===== config.mk =====
export PLATFORM = sky130hd
export DESIGN_NAME = conv3x3_frame_sequencer
export DESIGN_NICKNAME = d
export VERILOG_FILES = /design/src/rtl/conv3x3_frame_sequencer.sv
export SDC_FILE = /design/constraint.sdc
export NUM_CORES = 1
export LEC_CHECK = 0
export BUFFER_PORTS_ARGS = -buffer_cell sky130_fd_sc_hd__buf_2
export CORE_AREA = 2 2 192 194
export DETAILED_ROUTE_END_ITERATION = 12
export DIE_AREA = 0 0 194 196
export PLACE_DENSITY_LB_ADDON = 0.1
export REMOVE_ABC_BUFFERS = 1
export SLEW_MARGIN = 5
export SYNTH_ARGS = -nofsm -noshare
export SYNTH_HDL_FRONTEND = slang
export SYNTH_SLANG_ARGS = --single-unit

===== constraint.sdc =====
create_clock -name clk -period 5 [get_ports clk]
set_input_delay 0.25 -clock clk [delete_from_list [all_inputs] [get_ports clk]]
set_output_delay 0.25 -clock clk [all_outputs]
set_load 0.02 [all_outputs]

===== src/rtl/conv3x3_frame_sequencer.sv =====
// Frame sequencer for the 3x3 systolic convolution datapath.
// Walks the frame in bands of three rows, one column per cycle. Each column
// read is tagged, and each tag is matched to the conv result it produces.
// Only fully populated windows reach the output stream.
module conv3x3_frame_sequencer #(
    parameter int DATA_W    = 8,
    parameter int ACC_W     = 24,
    parameter int DIM_W     = 6,
    parameter int ADDR_W    = 12,
    parameter int TAG_DEPTH = 8
) (
    input  logic              clk,
    input  logic              rst_n,
    input  logic              start,
    input  logic [DIM_W-1:0]  img_w,
    input  logic [DIM_W-1:0]  img_h,
    output logic              busy,
    output logic              done,
    output logic              cfg_err,
    output logic              mem_rd_en,
    output logic [ADDR_W-1:0] mem_rd_addr0,
    output logic [ADDR_W-1:0] mem_rd_addr1,
    output logic [ADDR_W-1:0] mem_rd_addr2,
    input  logic [DATA_W-1:0] mem_rd_data0,
    input  logic [DATA_W-1:0] mem_rd_data1,
    input  logic [DATA_W-1:0] mem_rd_data2,
    output logic              conv_in_valid,
    output logic [DATA_W-1:0] conv_px0,
    output logic [DATA_W-1:0] conv_px1,
    output logic [DATA_W-1:0] conv_px2,
    input  logic              conv_out_valid,
    input  logic [ACC_W-1:0]  conv_out_pixel,
    output logic              out_valid,
    output logic [ACC_W-1:0]  out_pixel,
    output logic [DIM_W-1:0]  out_x,
    output logic [DIM_W-1:0]  out_y,
    output logic              tag_err
);

    localparam int TAG_W = 1 + 2 * DIM_W;
    localparam int PTR_W = (TAG_DEPTH > 1) ? $clog2(TAG_DEPTH) : 1;
    localparam int CNT_W = $clog2(TAG_DEPTH + 1);
    localparam logic [PTR_W-1:0] LAST_PTR = PTR_W'(TAG_DEPTH - 1);
    localparam logic [CNT_W-1:0] FULL_CNT = CNT_W'(TAG_DEPTH);

    typedef enum logic [1:0] {IDLE, ISSUE, DRAIN, DONE} state_t;

    state_t             state_q, state_d;
    logic [DIM_W-1:0]   w_q, w_d, h_q, h_d, r_q, r_d, c_q, c_d;
    logic [ADDR_W-1:0]  base0_q, base0_d, base1_q, base1_d, base2_q, base2_d;
    logic               cfg_err_q, cfg_err_d;

    logic               rd_vld_q, in_valid_q;
    logic [TAG_W-1:0]   rd_tag_q, push_tag_q;
    logic [DATA_W-1:0]  px0_q, px1_q, px2_q;

    logic [TAG_W-1:0]   tag_mem [TAG_DEPTH];
    logic [PTR_W-1:0]   wr_ptr_q, rd_ptr_q;
    logic [CNT_W-1:0]   count_q;
    logic               fifo_empty, fifo_full, do_push, do_pop;
    logic [TAG_W-1:0]   head_tag;

    logic               tag_err_q, out_valid_q;
    logic [ACC_W-1:0]   out_pixel_q;
    logic [DIM_W-1:0]   out_x_q, out_y_q;

    logic               issue, last_col;
    logic [ADDR_W-1:0]  c_ext, w_ext;

    assign issue    = (state_q == ISSUE);
    assign last_col = (c_q == w_q - DIM_W'(1));
    assign c_ext    = ADDR_W'(c_q);
    assign w_ext    = ADDR_W'(w_q);

    assign busy          = (state_q == ISSUE) || (state_q == DRAIN);
    assign done          = (state_q == DONE);
    assign cfg_err       = cfg_err_q;
    assign mem_rd_en     = issue;
    assign mem_rd_addr0  = issue ? base0_q + c_ext : '0;
    assign mem_rd_addr1  = issue ? base1_q + c_ext : '0;
    assign mem_rd_addr2  = issue ? base2_q + c_ext : '0;
    assign conv_in_valid = in_valid_q;
    assign conv_px0      = px0_q;
    assign conv_px1      = px1_q;
    assign conv_px2      = px2_q;
    assign out_valid     = out_valid_q;
    assign out_pixel     = out_pixel_q;
    assign out_x         = out_x_q;
    assign out_y         = out_y_q;
    assign tag_err       = tag_err_q;

    assign fifo_empty = (count_q == '0);
    assign fifo_full  = (count_q == FULL_CNT);
    assign do_push    = in_valid_q && !fifo_full;
    assign do_pop     = conv_out_valid && !fifo_empty;
    assign head_tag   = tag_mem[rd_ptr_q];

    // Frame control: accept/reject start, walk columns and bands, drain, finish
    always_comb begin
        state_d   = state_q;
        w_d       = w_q;
        h_d       = h_q;
        r_d       = r_q;
        c_d       = c_q;
        base0_d   = base0_q;
        base1_d   = base1_q;
        base2_d   = base2_q;
        cfg_err_d = 1'b0;
        case (state_q)
            IDLE: begin
                if (start) begin
                    if (img_w >= DIM_W'(3) && img_h >= DIM_W'(3)) begin
                        w_d     = img_w;
                        h_d     = img_h;
                        r_d     = '0;
                        c_d     = '0;
                        base0_d = '0;
                        base1_d = ADDR_W'(img_w);
                        base2_d = ADDR_W'(img_w) + ADDR_W'(img_w);
                        state_d = ISSUE;
                    end else begin
                        cfg_err_d = 1'b1;
                    end
                end
            end
            ISSUE: begin
                if (last_col) begin
                    c_d = '0;
                    if (r_q == h_q - DIM_W'(3)) begin
                        state_d = DRAIN;
                    end else begin
                        r_d     = r_q + DIM_W'(1);
                        base0_d = base0_q + w_ext;
                        base1_d = base1_q + w_ext;
                        base2_d = base2_q + w_ext;
                    end
                end else begin
                    c_d = c_q + DIM_W'(1);
                end
            end
            DRAIN: begin
                if (fifo_empty && !rd_vld_q && !in_valid_q && !conv_out_valid) begin
                    state_d = DONE;
                end
            end
            DONE: begin
                state_d = IDLE;
            end
            default: state_d = IDLE;
        endcase
    end

    // Control state register
    always_ff @(posedge clk or negedge rst_n) begin
        if (!rst_n) begin
            state_q   <= IDLE;
            w_q       <= '0;
            h_q       <= '0;
            r_q       <= '0;
            c_q       <= '0;
            base0_q   <= '0;
            base1_q   <= '0;
            base2_q   <= '0;
            cfg_err_q <= 1'b0;
        end else begin
            state_q   <= state_d;
            w_q       <= w_d;
            h_q       <= h_d;
            r_q       <= r_d;
            c_q       <= c_d;
            base0_q   <= base0_d;
            base1_q   <= base1_d;
            base2_q   <= base2_d;
            cfg_err_q <= cfg_err_d;
        end
    end

    // Issue pipeline: the tag and valid ride through the memory return stage
    // so they line up with the registered pixels presented to the conv
    always_ff @(posedge clk or negedge rst_n) begin
        if (!rst_n) begin
            rd_vld_q   <= 1'b0;
            rd_tag_q   <= '0;
            in_valid_q <= 1'b0;
            push_tag_q <= '0;
            px0_q      <= '0;
            px1_q      <= '0;
            px2_q      <= '0;
        end else begin
            rd_vld_q   <= issue;
            rd_tag_q   <= {(c_q >= DIM_W'(2)), c_q - DIM_W'(2), r_q};
            in_valid_q <= rd_vld_q;
            push_tag_q <= rd_tag_q;
            px0_q      <= mem_rd_data0;
            px1_q      <= mem_rd_data1;
            px2_q      <= mem_rd_data2;
        end
    end

    // Tag storage; contents need no reset because the pointers define validity
    always_ff @(posedge clk) begin
        if (do_push) begin
            tag_mem[wr_ptr_q] <= push_tag_q;
        end
    end

    // Tag FIFO pointers, occupancy and sticky protocol error
    always_ff @(posedge clk or negedge rst_n) begin
        if (!rst_n) begin
            wr_ptr_q  <= '0;
            rd_ptr_q  <= '0;
            count_q   <= '0;
            tag_err_q <= 1'b0;
        end else begin
            if (do_push) begin
                wr_ptr_q <= (wr_ptr_q == LAST_PTR) ? '0 : wr_ptr_q + PTR_W'(1);
            end
            if (do_pop) begin
                rd_ptr_q <= (rd_ptr_q == LAST_PTR) ? '0 : rd_ptr_q + PTR_W'(1);
            end
            case ({do_push, do_pop})
                2'b10:   count_q <= count_q + CNT_W'(1);
                2'b01:   count_q <= count_q - CNT_W'(1);
                default: count_q <= count_q;
            endcase
            if ((conv_out_valid && fifo_empty) || (in_valid_q && fifo_full)) begin
                tag_err_q <= 1'b1;
            end
        end
    end

    // Result matching: a popped tag with keep set becomes a coordinate-tagged output
    always_ff @(posedge clk or negedge rst_n) begin
        if (!rst_n) begin
            out_valid_q <= 1'b0;
            out_pixel_q <= '0;
            out_x_q     <= '0;
            out_y_q     <= '0;
        end else begin
            out_valid_q <= do_pop && head_tag[TAG_W-1];
            if (do_pop && head_tag[TAG_W-1]) begin
                out_pixel_q <= conv_out_pixel;
                out_x_q     <= head_tag[2*DIM_W-1:DIM_W];
                out_y_q     <= head_tag[DIM_W-1:0];
            end
        end
    end

endmodule

==> results of run 1 <==
==> cell families (layout without fill, tap and decap cells) <==
group	Yosys count	count (layout)	synth area share (%)
xor gates and xnor gates	39	39	2.68
adders and majority gates	62	62	6.49
AOI/OAI and AO/OA	176	176	9.20
muxes	106	106	11.3
and+or+nand+nor	288	288	11.3
buffers and inverters	82	340	2.53
DFF	267	267	56.4
==> registers in the layout, summed over array words and instances, names as in the netlist, 4 cells and up <==
| register | cells |
|---|---|
| base0_q | 12 |
| base1_q | 12 |
| base2_q | 12 |
| c_q | 6 |
| conv_px0 | 8 |
| conv_px1 | 8 |
| conv_px2 | 8 |
| count_q | 4 |
| h_q | 6 |
| out_pixel | 24 |
| out_x | 6 |
| out_y | 6 |
| push_tag_q | 13 |
| r_q | 6 |
| rd_tag_q | 13 |
| tag_mem | 104 |
| w_q | 6 |
==> per-layer routing <==
layer	share of wire [%]	GRT usage, %
met5	0	0
met4	1.3	2.83
met3	3.3	2.15
met2	50	29.3
met1	45	21.9
==> report_power, final <==
part | total [mW] | switching, mW | leakage [nW] | internal [mW]
clock network | 2.20 | 0.890 | 0.483 | 1.31
registers | 2.76 | 0.134 | 2.75 | 2.62
logic | 1.29 | 0.748 | 3.37 | 0.539
total | 6.25 | 1.77 | 6.60 | 4.47
==> how the worst max path moves through the flow <==
stage          startpoint               end  slack (ps)  depth (start not counted)
6_report           c_q[1]  mem_rd_addr0[10]        1300                          9
4_1_cts            c_q[1]  mem_rd_addr0[10]        1270                          9
2_1_floorplan  state_q[1]       base1_q[10]         400                          8
3_3_place_gp       w_q[1]        base1_q[7]        1780                          8
5_1_grt            c_q[1]   mem_rd_addr1[8]         960                          9
3_5_place_dp       w_q[1]        base1_q[9]        1700                          8
==> worst reg2reg max path, delay by kind of cell, from the launching register on <==
family / cells / cell delay (ps)
buffers and inverters: 1 / 160
and+or+nand+nor: 4 / 1910
adders and majority gates: 1 / 240
DFF: 1 / 500
AOI/OAI and AO/OA: 2 / 420
==> synth_stat cells (all sizes together) (16+ instances only) <==
cell	number
a21o	17
nand2	76
clkbuf	30
mux4	26
a21oi	47
nor2	59
edfxtp	104
nor3	27
or3	16
o21ai	37
xnor2	27
nand3	28
inv	40
mux2i	31
mux2	49
ha	55
nand2b	18
dfrtp	163
==> area by class of cell <==
cell class	count	area [µm²]	area share (%)
inverters	40	150	0.950
clock inverters	18	171	1.09
clock buffers	38	822	5.20
well taps	468	586	3.71
repair buffers	244	1580	9.99
multi-input cells	671	5290	33.5
flip-flops and latches	267	7200	45.6
==> what timing repair did <==
action	4_1_cts	5_1_grt
hold buffers	62	0
buffers inserted	0	0
hold endpoints to repair	113	0
==> through the flow <==
step | instances | power [mW] | utilization, % | hold slack [ps]
3_3_place_gp | 1628 | 4.08 | 39.3 | 265
3_5_place_dp | 1628 | 4.09 | 39.3 | 262
2_1_floorplan | 978 | 3.61 | - | -45.6
5_1_grt | 1746 | 6.59 | 43.8 | 30.0
4_1_cts | 1746 | 6.38 | 43.8 | 18.4
6_report | 1746 | 6.25 | 43.8 | 37.4
==> impl_metrics.env, run 1 <==
export IMPL_status="completed"
export IMPL_tritoncts="built"
export IMPL_rsz0062_at_grt="false"
export IMPL_wl_per_cell_um=18.1
export IMPL_mostFrequentLayoutCell="buf_2"
export IMPL_yosysWarnings=0
export IMPL_synthArstFlopShare_pct=61.0
export IMPL_ios=167
export IMPL_synth_area_um2=12800
export IMPL_dpl_hpwl_um=21000
export IMPL_path_common_cell="o21ai_0"
export IMPL_cts_buffers=30
export IMPL_setup_viol=0
export IMPL_ys_flop_type="dfrtp_1"
export IMPL_synth_seq_cells=267
export IMPL_cp_arrival_ps=3450
export IMPL_synth_top_cell_area_share_pct=32.0
export IMPL_ys_types=68
export IMPL_worst_slew_pin_slew_ps=1000
export IMPL_clock_sinks=267
export IMPL_p_leak_nw=6.60
export IMPL_die_h_um=196
export IMPL_via_count=8685
export IMPL_synth_edf_count=104
export IMPL_hold_path_depth=3
export IMPL_cts_buffer_depth=3
export IMPL_end_kind="output port"
export IMPL_post_route_period_util_pct=74.0
export IMPL_dp_slack_ps=1700
export IMPL_crit_family="compound AO/OA/AOI/OAI gates"
export IMPL_finalWorstSetupSlack_ps=1300
export IMPL_drt_first_pass_iters=5
export IMPL_start_util_pct=35.4
export IMPL_skew_ps=11.4
export IMPL_die_x_um=194
export IMPL_grt_pass1_vias=9021
export IMPL_path_max_fanout=10
export IMPL_cp_start_kind="register"
export IMPL_cap_viol_max_count=0
export IMPL_antenna_found_initial=0
export IMPL_syn_inst=1020
export IMPL_fillCellCount=3449
export IMPL_core_region_area_um2=36100
export IMPL_crit_path_cell_trace="inv_1 -> fa_1 -> nor2b_1 -> o21ai_0 -> a21boi_0 -> o21ai_0 -> a21oi_1 -> mux2i_1 -> buf_2"
export IMPL_diodes=0
export IMPL_avgSynthCellArea_um2=12.5
export IMPL_crit_reg2reg_launch="w_q[1]"
export IMPL_clk_latency_ps=540
export IMPL_die_area_um2=38000
export IMPL_synth_area_top_cells="dfrtp_1 32%, edfxtp_1 24%, ha_1 5.4%, mux4_2 4.6%, mux2_2 4.3%"
export IMPL_ir_drop_uv=246
export IMPL_hold_class="input pin to register"
export IMPL_grt_max_degree=66
export IMPL_slew_headroom_pct=33.1
export IMPL_grt_ovfl_total=0
export IMPL_drtIter0Drc=346
export IMPL_crit_buf_inv=2
export IMPL_fin_area_um2=15800
export IMPL_grt_usage_pct=16.5
export IMPL_grt_pass1_wl_um=50100
export IMPL_htree_levels=1
export IMPL_io_buffers=166
export IMPL_required_ps=4750
export IMPL_tns_ps=0
export IMPL_ant_nets=0
export IMPL_layout_drive_gt1_share_pct=26.0
export IMPL_place_congestion=0.774
export IMPL_avgViaCountPerCell=4.97
export IMPL_max_freq_mhz=270
export IMPL_finalHoldViolCount=0
export IMPL_cpPeakStageDelay_ps=630
export IMPL_seq_area_frac_synth_pct=56.4
export IMPL_area_growth_pct=23.8
export IMPL_slowest_stage="dfrtp_1"
export IMPL_synth_top_area_cell="dfrtp_1"
export IMPL_postCtsResizedCells=0
export IMPL_criticalPathCategory="register to output port"
export IMPL_fp_row_count=70
export IMPL_fin_nets=1380
export IMPL_layout_min_cycle_time_ps=3700
export IMPL_layout_common_cells="165 x buf_2, 163 x dfrtp_1, 104 x edfxtp_1, 76 x nand2_1, 62 x dlygate4sd3_1"
export IMPL_clk_pin_slew_ps=70
export IMPL_crit_reg2reg_capture="base1_q[7]"
export IMPL_min_to="tag_err"
export IMPL_dpl_cell_area_um2=14200
export IMPL_finalMaxSlewViolations=0
export IMPL_worstRegToRegCells=8
export IMPL_worstHoldStart="conv_out_valid"
export IMPL_drc_errors=0
export IMPL_drt_wl_total_um=31600
export IMPL_reg2reg_slack_ps=1690
export IMPL_power_density_nw_per_um2=395
export IMPL_clockRootBuffer="clkbuf_16"
No activity file was read; power rests on OpenSTA's default activity.
==> run 2: changes to the inputs <==
==> constraint.sdc (replaced) <==
create_clock -name clk -period 3.7 [get_ports clk]
set_input_delay 0.185 -clock clk [delete_from_list [all_inputs] [get_ports clk]]
set_output_delay 0.185 -clock clk [all_outputs]
set_load 0.02 [all_outputs]
==> run 2 against run 1 <==
- sequential cell count did not move
- clock skew increased by 1.5 ps
- final cell count is 1.2% higher
- clock-buffer cell count grew 10
- utilization rose by 0.84 points
- combinational power up 36%
- non-clock buffer count up 15
- die area unchanged
- critical path type unchanged
- critical endpoint is now mem_rd_addr2[8]
==> impl_metrics.env, run 2 (synthesized netlist as in run 1, its figures left out) <==
export IMPL_hold_slack_ps=296
export IMPL_finalMaxSlewViolations=0
export IMPL_core_region_area_um2=36100
export IMPL_clock_power_share_pct=38.3
export IMPL_cp_arrival_ps=3160
export IMPL_io_buffers=166
export IMPL_ios=167
export IMPL_dpl_hpwl_um=20900
export IMPL_clock_sinks=267
export IMPL_power_switching_mw=2.50
export IMPL_drt_first_pass_iters=4
export IMPL_path_common_cell="o21ai_0"
export IMPL_criticalPathCategory="register to output port"
export IMPL_max_freq_mhz=299
export IMPL_fin_nets=1399
export IMPL_cts_buffers=34
export IMPL_grt_usage_pct=16.8
export IMPL_htree_levels=2
export IMPL_layout_min_cycle_time_ps=3340
export IMPL_die_area_um2=38000
export IMPL_status="completed"
export IMPL_cts_setup_buffers=0
export IMPL_fp_row_count=70
export IMPL_finalWorstSetupSlack_ps=360
export IMPL_hold_class="input pin to asynchronous set/reset pin"
export IMPL_place_congestion=0.794
export IMPL_tritoncts="built"
export IMPL_crit_reg2reg_launch="w_q[0]"
export IMPL_fin_area_um2=16100
export IMPL_drtIter0Drc=390
export IMPL_dp_cells=1642
export IMPL_internal_power_mw=6.38
export IMPL_power_density_nw_per_um2=552
export IMPL_layout_drive_gt1_share_pct=27.1
export IMPL_area_growth_pct=26.2
export IMPL_mostFrequentLayoutCell="buf_2"
export IMPL_worst_slew_pin_slew_ps=960
export IMPL_comb_power_share_pct=19.8
export IMPL_cap_viol_max_count=0
export IMPL_clk_latency_ps=520
export IMPL_final_cells=1767
export IMPL_final_util_pct=44.6
export IMPL_slowest_stage="dfrtp_2"
export IMPL_dp_slack_ps=555
export IMPL_finalHoldViolCount=0
export IMPL_clk_pin_slew_ps=60
export IMPL_p_leak_nw=6.76
export IMPL_post_route_period_util_pct=90.3
export IMPL_setup_viol=0
export IMPL_via_count=8806
export IMPL_clockRootBuffer="clkbuf_16"
export IMPL_cts_buffer_depth=3
export IMPL_seqPwrFrac_pct=41.8
export IMPL_die_x_um=194
export IMPL_required_ps=3510
export IMPL_wl_per_cell_um=18.1
export IMPL_slew_headroom_pct=35.9
export IMPL_grt_pass1_vias=9023
export IMPL_drc_errors=0
export IMPL_crit_family="compound AO/OA/AOI/OAI gates"
export IMPL_start_util_pct=35.4
export IMPL_cpPeakStageDelay_ps=520
export IMPL_startpoint="c_q[0]"
export IMPL_skew_ps=12.9
export IMPL_end_kind="output port"
export IMPL_grt_pass1_wl_um=50500
export IMPL_layout_common_cells="165 x buf_2, 162 x dfrtp_1, 104 x edfxtp_1, 76 x nand2_1, 63 x dlygate4sd3_1"
export IMPL_switching_share_pct=28.1
export IMPL_drt_wl_total_um=32000
export IMPL_grt_max_degree=78
export IMPL_ant_nets=0
export IMPL_dpl_cell_area_um2=14300
export IMPL_crit_path_cell_trace="ha_1 -> inv_1 -> fa_1 -> nor2b_1 -> o21ai_0 -> a21boi_0 -> o21ai_0 -> a21oi_1 -> mux2i_1 -> buf_2"
export IMPL_largest_register_ffs=104
export IMPL_avgViaCountPerCell=4.98
export IMPL_die_h_um=196
export IMPL_top_register="tag_mem"
export IMPL_ir_drop_uv=375
export IMPL_diodes=0
export IMPL_path_max_fanout=11
export IMPL_grt_ovfl_total=0
export IMPL_rsz0062_at_grt="false"
export IMPL_cp_start_kind="register"
export IMPL_crit_buf_inv=2
export IMPL_antenna_found_initial=0
==> run 2: changes by cell type in the layout (fill, tap and decap cells not counted), sizes merged <==
cell	before	now
buf	182	196
clkbuf	38	48
clkinv	12	10
clkinvlp	3	1
dlygate4sd3	62	63
==> run 2: worst register-to-register path: stages (launching register included) <==
cell and delay, ps:
dfrtp_1 460, inv_1 90, ha_1 210, or3b_1 360
a211o_1 320, or4_4 450, or3_4 550, or4_1 560
o211ai_1 100
==> run 2: layer usage <==
layer | share of wire, % | global-route usage [%] | wire length [µm] | up-vias
met1 | 45 | 22.0 | 14300 | 4316
met2 | 50 | 28.9 | 15800 | 158
met4 | 2.2 | 4.77 | 693 | 0
li1 | - | - | - | 4277
met5 | 0 | 0 | 0 | -
met3 | 3.6 | 2.60 | 1150 | 55
==> run 2: path summary, 6_finish.rpt <==
path                              endpoint  slack [ps]  cells after the start
setup / recovery           mem_rd_addr2[8]         360                     10
min in group clk               conv_px2[1]         310                      2
hold / removal                    out_x[0]         300                      2
hold reg to reg              push_tag_q[3]         340                      0
setup reg to reg                base1_q[7]         540                      8
max in group asynchronous      conv_px0[7]        2530                      3
==> run 2: final cells by class <==
| type | count | area (µm²) |
|---|---|---|
| Sequential cell | 267 | 7200 |
| Fill cell | 3392 | 20000 |
| Timing Repair Buffer | 259 | 1710 |
| Inverter | 40 | 150 |
| Clock buffer | 48 | 995 |
| Clock inverter | 14 | 173 |
| Tap cell | 468 | 586 |
| Multi-Input combinational cell | 671 | 5290 |
==> run 2: what timing repair did <==
| action | in CTS | in global routing |
|---|---|---|
| gates resized for setup | 0 | 1 |
| hold buffers | 63 | 0 |
| endpoints found under the setup margin | 0 | 5 |
| hold endpoints to repair | 135 | 0 |
==> run 2: power by group through the flow <==
stage	clock, mW	combinational [mW]	sequential, mW
floorplan	0	0.840	4.04
global placement	0	1.76	3.77
detailed placement	0	1.77	3.78
CTS	3.50	1.83	3.73
global route	3.63	1.95	3.77
finish	3.40	1.76	3.72
==> run 2: metrics by stage <==
step / power [mW] / TNS (ps)
3_5_place_dp: 5.55 / 0
3_3_place_gp: 5.54 / 0
6_report: 8.88 / 0
5_1_grt: 9.34 / 0
4_1_cts: 9.05 / 0
2_1_floorplan: 4.88 / -34310
==> run 3: changes to the inputs <==
--- a/config.mk
+++ b/config.mk
@@ -6,9 +6,9 @@
 export NUM_CORES = 1
 export LEC_CHECK = 0
 export BUFFER_PORTS_ARGS = -buffer_cell sky130_fd_sc_hd__buf_2
-export CORE_AREA = 2 2 192 194
+export CORE_AREA = 2 2 159 161
 export DETAILED_ROUTE_END_ITERATION = 12
-export DIE_AREA = 0 0 194 196
+export DIE_AREA = 0 0 161 163
 export PLACE_DENSITY_LB_ADDON = 0.1
 export REMOVE_ABC_BUFFERS = 1
 export SLEW_MARGIN = 5
==> constraint.sdc (replaced) <==
create_clock -name clk -period 4.3 [get_ports clk]
set_input_delay 0.215 -clock clk [delete_from_list [all_inputs] [get_ports clk]]
set_output_delay 0.215 -clock clk [all_outputs]
set_load 0.02 [all_outputs]
==> run 3 against run 2 <==
- global-route usage rose by 5.5 points
- cell area shrank 3.2%
- clock power down 29%
- non-clock buffer count is 8 lower
- register-to-register slack improved by 480 ps
- routed wire length is 9.6% lower
- critical path depth decreased by 1
- first-iteration DRC count up 6.4%
- power shrank 20%
- sequential cell count stayed put
- critical path type unchanged
==> impl_metrics.env, run 3 (synthesized netlist as in run 1, its figures left out) <==
export IMPL_layout_drive_gt1_share_pct=25.9
export IMPL_skew_ps=15.6
export IMPL_finalHoldViolCount=0
export IMPL_clk_latency_ps=540
export IMPL_io_buffers=166
export IMPL_crit_buf_inv=2
export IMPL_cts_buffers=27
export IMPL_cts_setup_buffers=0
export IMPL_post_route_period_util_pct=83.5
export IMPL_wl_per_cell_um=18.0
export IMPL_clockRootBuffer="clkbuf_16"
export IMPL_fin_nets=1384
export IMPL_status="completed"
export IMPL_final_cells=1609
export IMPL_postCtsResizedCells=0
export IMPL_crit_family="compound AO/OA/AOI/OAI gates"
export IMPL_internal_power_mw=5.12
export IMPL_dpl_cell_area_um2=14100
export IMPL_start_util_pct=51.7
export IMPL_grt_pass1_wl_um=46000
export IMPL_path_max_fanout=10
export IMPL_required_ps=4090
export IMPL_clock_power_share_pct=33.9
export IMPL_clock_sinks=267
export IMPL_hold_class="input pin to register"
export IMPL_grt_max_degree=95
export IMPL_cp_start_kind="register"
export IMPL_cpPeakStageDelay_ps=590
export IMPL_ant_nets=0
export IMPL_tns_ps=0
export IMPL_cts_buffer_depth=3
export IMPL_drtIter0Drc=415
export IMPL_ios=167
export IMPL_power_density_nw_per_um2=457
export IMPL_grt_pass1_vias=8773
export IMPL_place_congestion=0.819
export IMPL_cp_arrival_ps=3380
export IMPL_die_h_um=163
export IMPL_grt_ovfl_total=0
export IMPL_tritoncts="built"
export IMPL_finalWorstSetupSlack_ps=709
export IMPL_total_power_mw=7.12
export IMPL_via_count=8743
export IMPL_seqPwrFrac_pct=45.3
export IMPL_dpl_hpwl_um=19000
export IMPL_drt_first_pass_iters=4
export IMPL_mostFrequentLayoutCell="buf_2"
export IMPL_p_leak_nw=6.60
export IMPL_setup_viol=0
export IMPL_end_kind="output port"
export IMPL_power_switching_mw=2.00
export IMPL_layout_common_cells="165 x buf_2, 163 x dfrtp_1, 104 x edfxtp_1, 76 x nand2_1, 61 x dlygate4sd3_1"
export IMPL_drt_wl_total_um=28900
export IMPL_finalMaxSlewViolations=0
export IMPL_layout_min_cycle_time_ps=3590
export IMPL_drc_errors=0
export IMPL_clk_pin_slew_ps=60
export IMPL_switching_share_pct=28.1
export IMPL_htree_levels=1
export IMPL_max_freq_mhz=278
export IMPL_crit_path_cell_trace="inv_1 -> fa_1 -> nor2b_1 -> o21ai_0 -> a21boi_0 -> o21ai_0 -> a21oi_1 -> mux2i_1 -> buf_2"
export IMPL_cap_viol_max_count=0
export IMPL_dp_cells=1498
export IMPL_fin_area_um2=15600
export IMPL_area_growth_pct=22.2
export IMPL_core_region_area_um2=24700
export IMPL_rsz0062_at_grt="false"
export IMPL_fillCellCount=1971
export IMPL_top_register="tag_mem"
export IMPL_ir_drop_uv=296
export IMPL_dp_slack_ps=1040
export IMPL_die_area_um2=26200
export IMPL_antenna_found_initial=0
export IMPL_die_x_um=161
export IMPL_grt_usage_pct=22.3
export IMPL_slew_headroom_pct=37.9
export IMPL_final_util_pct=63.2
export IMPL_fp_row_count=58
export IMPL_avgViaCountPerCell=5.43
export IMPL_largest_register_ffs=104
export IMPL_criticalPathCategory="register to output port"
export IMPL_path_common_cell="o21ai_0"
export IMPL_slowest_stage="dfrtp_1"
export IMPL_hold_slack_ps=17.0
export IMPL_worst_slew_pin_slew_ps=930
export IMPL_diodes=0
export IMPL_comb_power_share_pct=20.8
==> run 3: changes by cell type in the layout (fill, tap and decap cells not counted), moves of 4 or more <==
| cell | delta |
|---|---|
| clkbuf_16 | -8 |
| clkinv_1 | -4 |
| nor2_2 | -4 |
| nor2_1 | +4 |
| buf_4 | -5 |
==> run 3: cell type report <==
class	instances	area, µm²	area share (%)
clock buffer	38	767	4.92
multi-input combinational	671	5270	33.8
tap	330	413	2.65
timing repair buffer	251	1630	10.4
sequential	267	7200	46.2
clock inverter	12	159	1.02
inverter	40	150	0.963
==> run 3: layer usage <==
metal | part of all wire (%) | vias up | track usage [%]
met5 | 0 | - | 0
met3 | 4.0 | 49 | 2.80
met4 | 2.1 | 0 | 5.97
li1 | - | 4232 | -
met1 | 42 | 4296 | 27.7
met2 | 52 | 166 | 41.1
==> run 3: worst paths after layout <==
kind / start / endpoint / slack [ps] / depth (start not counted)
setup reg to reg: w_q[1] / base0_q[8] / 1020 / 8
hold / removal: conv_out_valid / tag_err / 20 / 3
max in group asynchronous: rst_n / conv_px2[7] / 2850 / 3
hold reg to reg: rd_tag_q[0] / push_tag_q[0] / 350 / 0
min in group asynchronous: rst_n / out_y[0] / 340 / 2
setup / recovery: c_q[1] / mem_rd_addr1[10] / 710 / 9
==> run 3: power by group through the flow <==
stage / combinational, mW / clock, mW / sequential, mW
2_1_floorplan: 0.722 / 0 / 3.47
3_3_place_gp: 1.44 / 0 / 3.26
3_5_place_dp: 1.46 / 0 / 3.28
4_1_cts: 1.51 / 2.48 / 3.23
5_1_grt: 1.62 / 2.59 / 3.27
6_report: 1.48 / 2.42 / 3.23
==> run 3: timing repair <==
action                     4_1_cts  5_1_grt
hold buffers                    61        0
setup endpoints to repair        0        0
hold endpoints to repair       152        0
==> run 3: worst reg2reg max path, stage by stage, from the launching register on <==
cell,delay [ps]
dfrtp_1,500
inv_1,160
ha_1,220
or3b_1,360
a211o_1,320
or4_4,460
or3_4,530
or4_1,540
o211ai_1,110
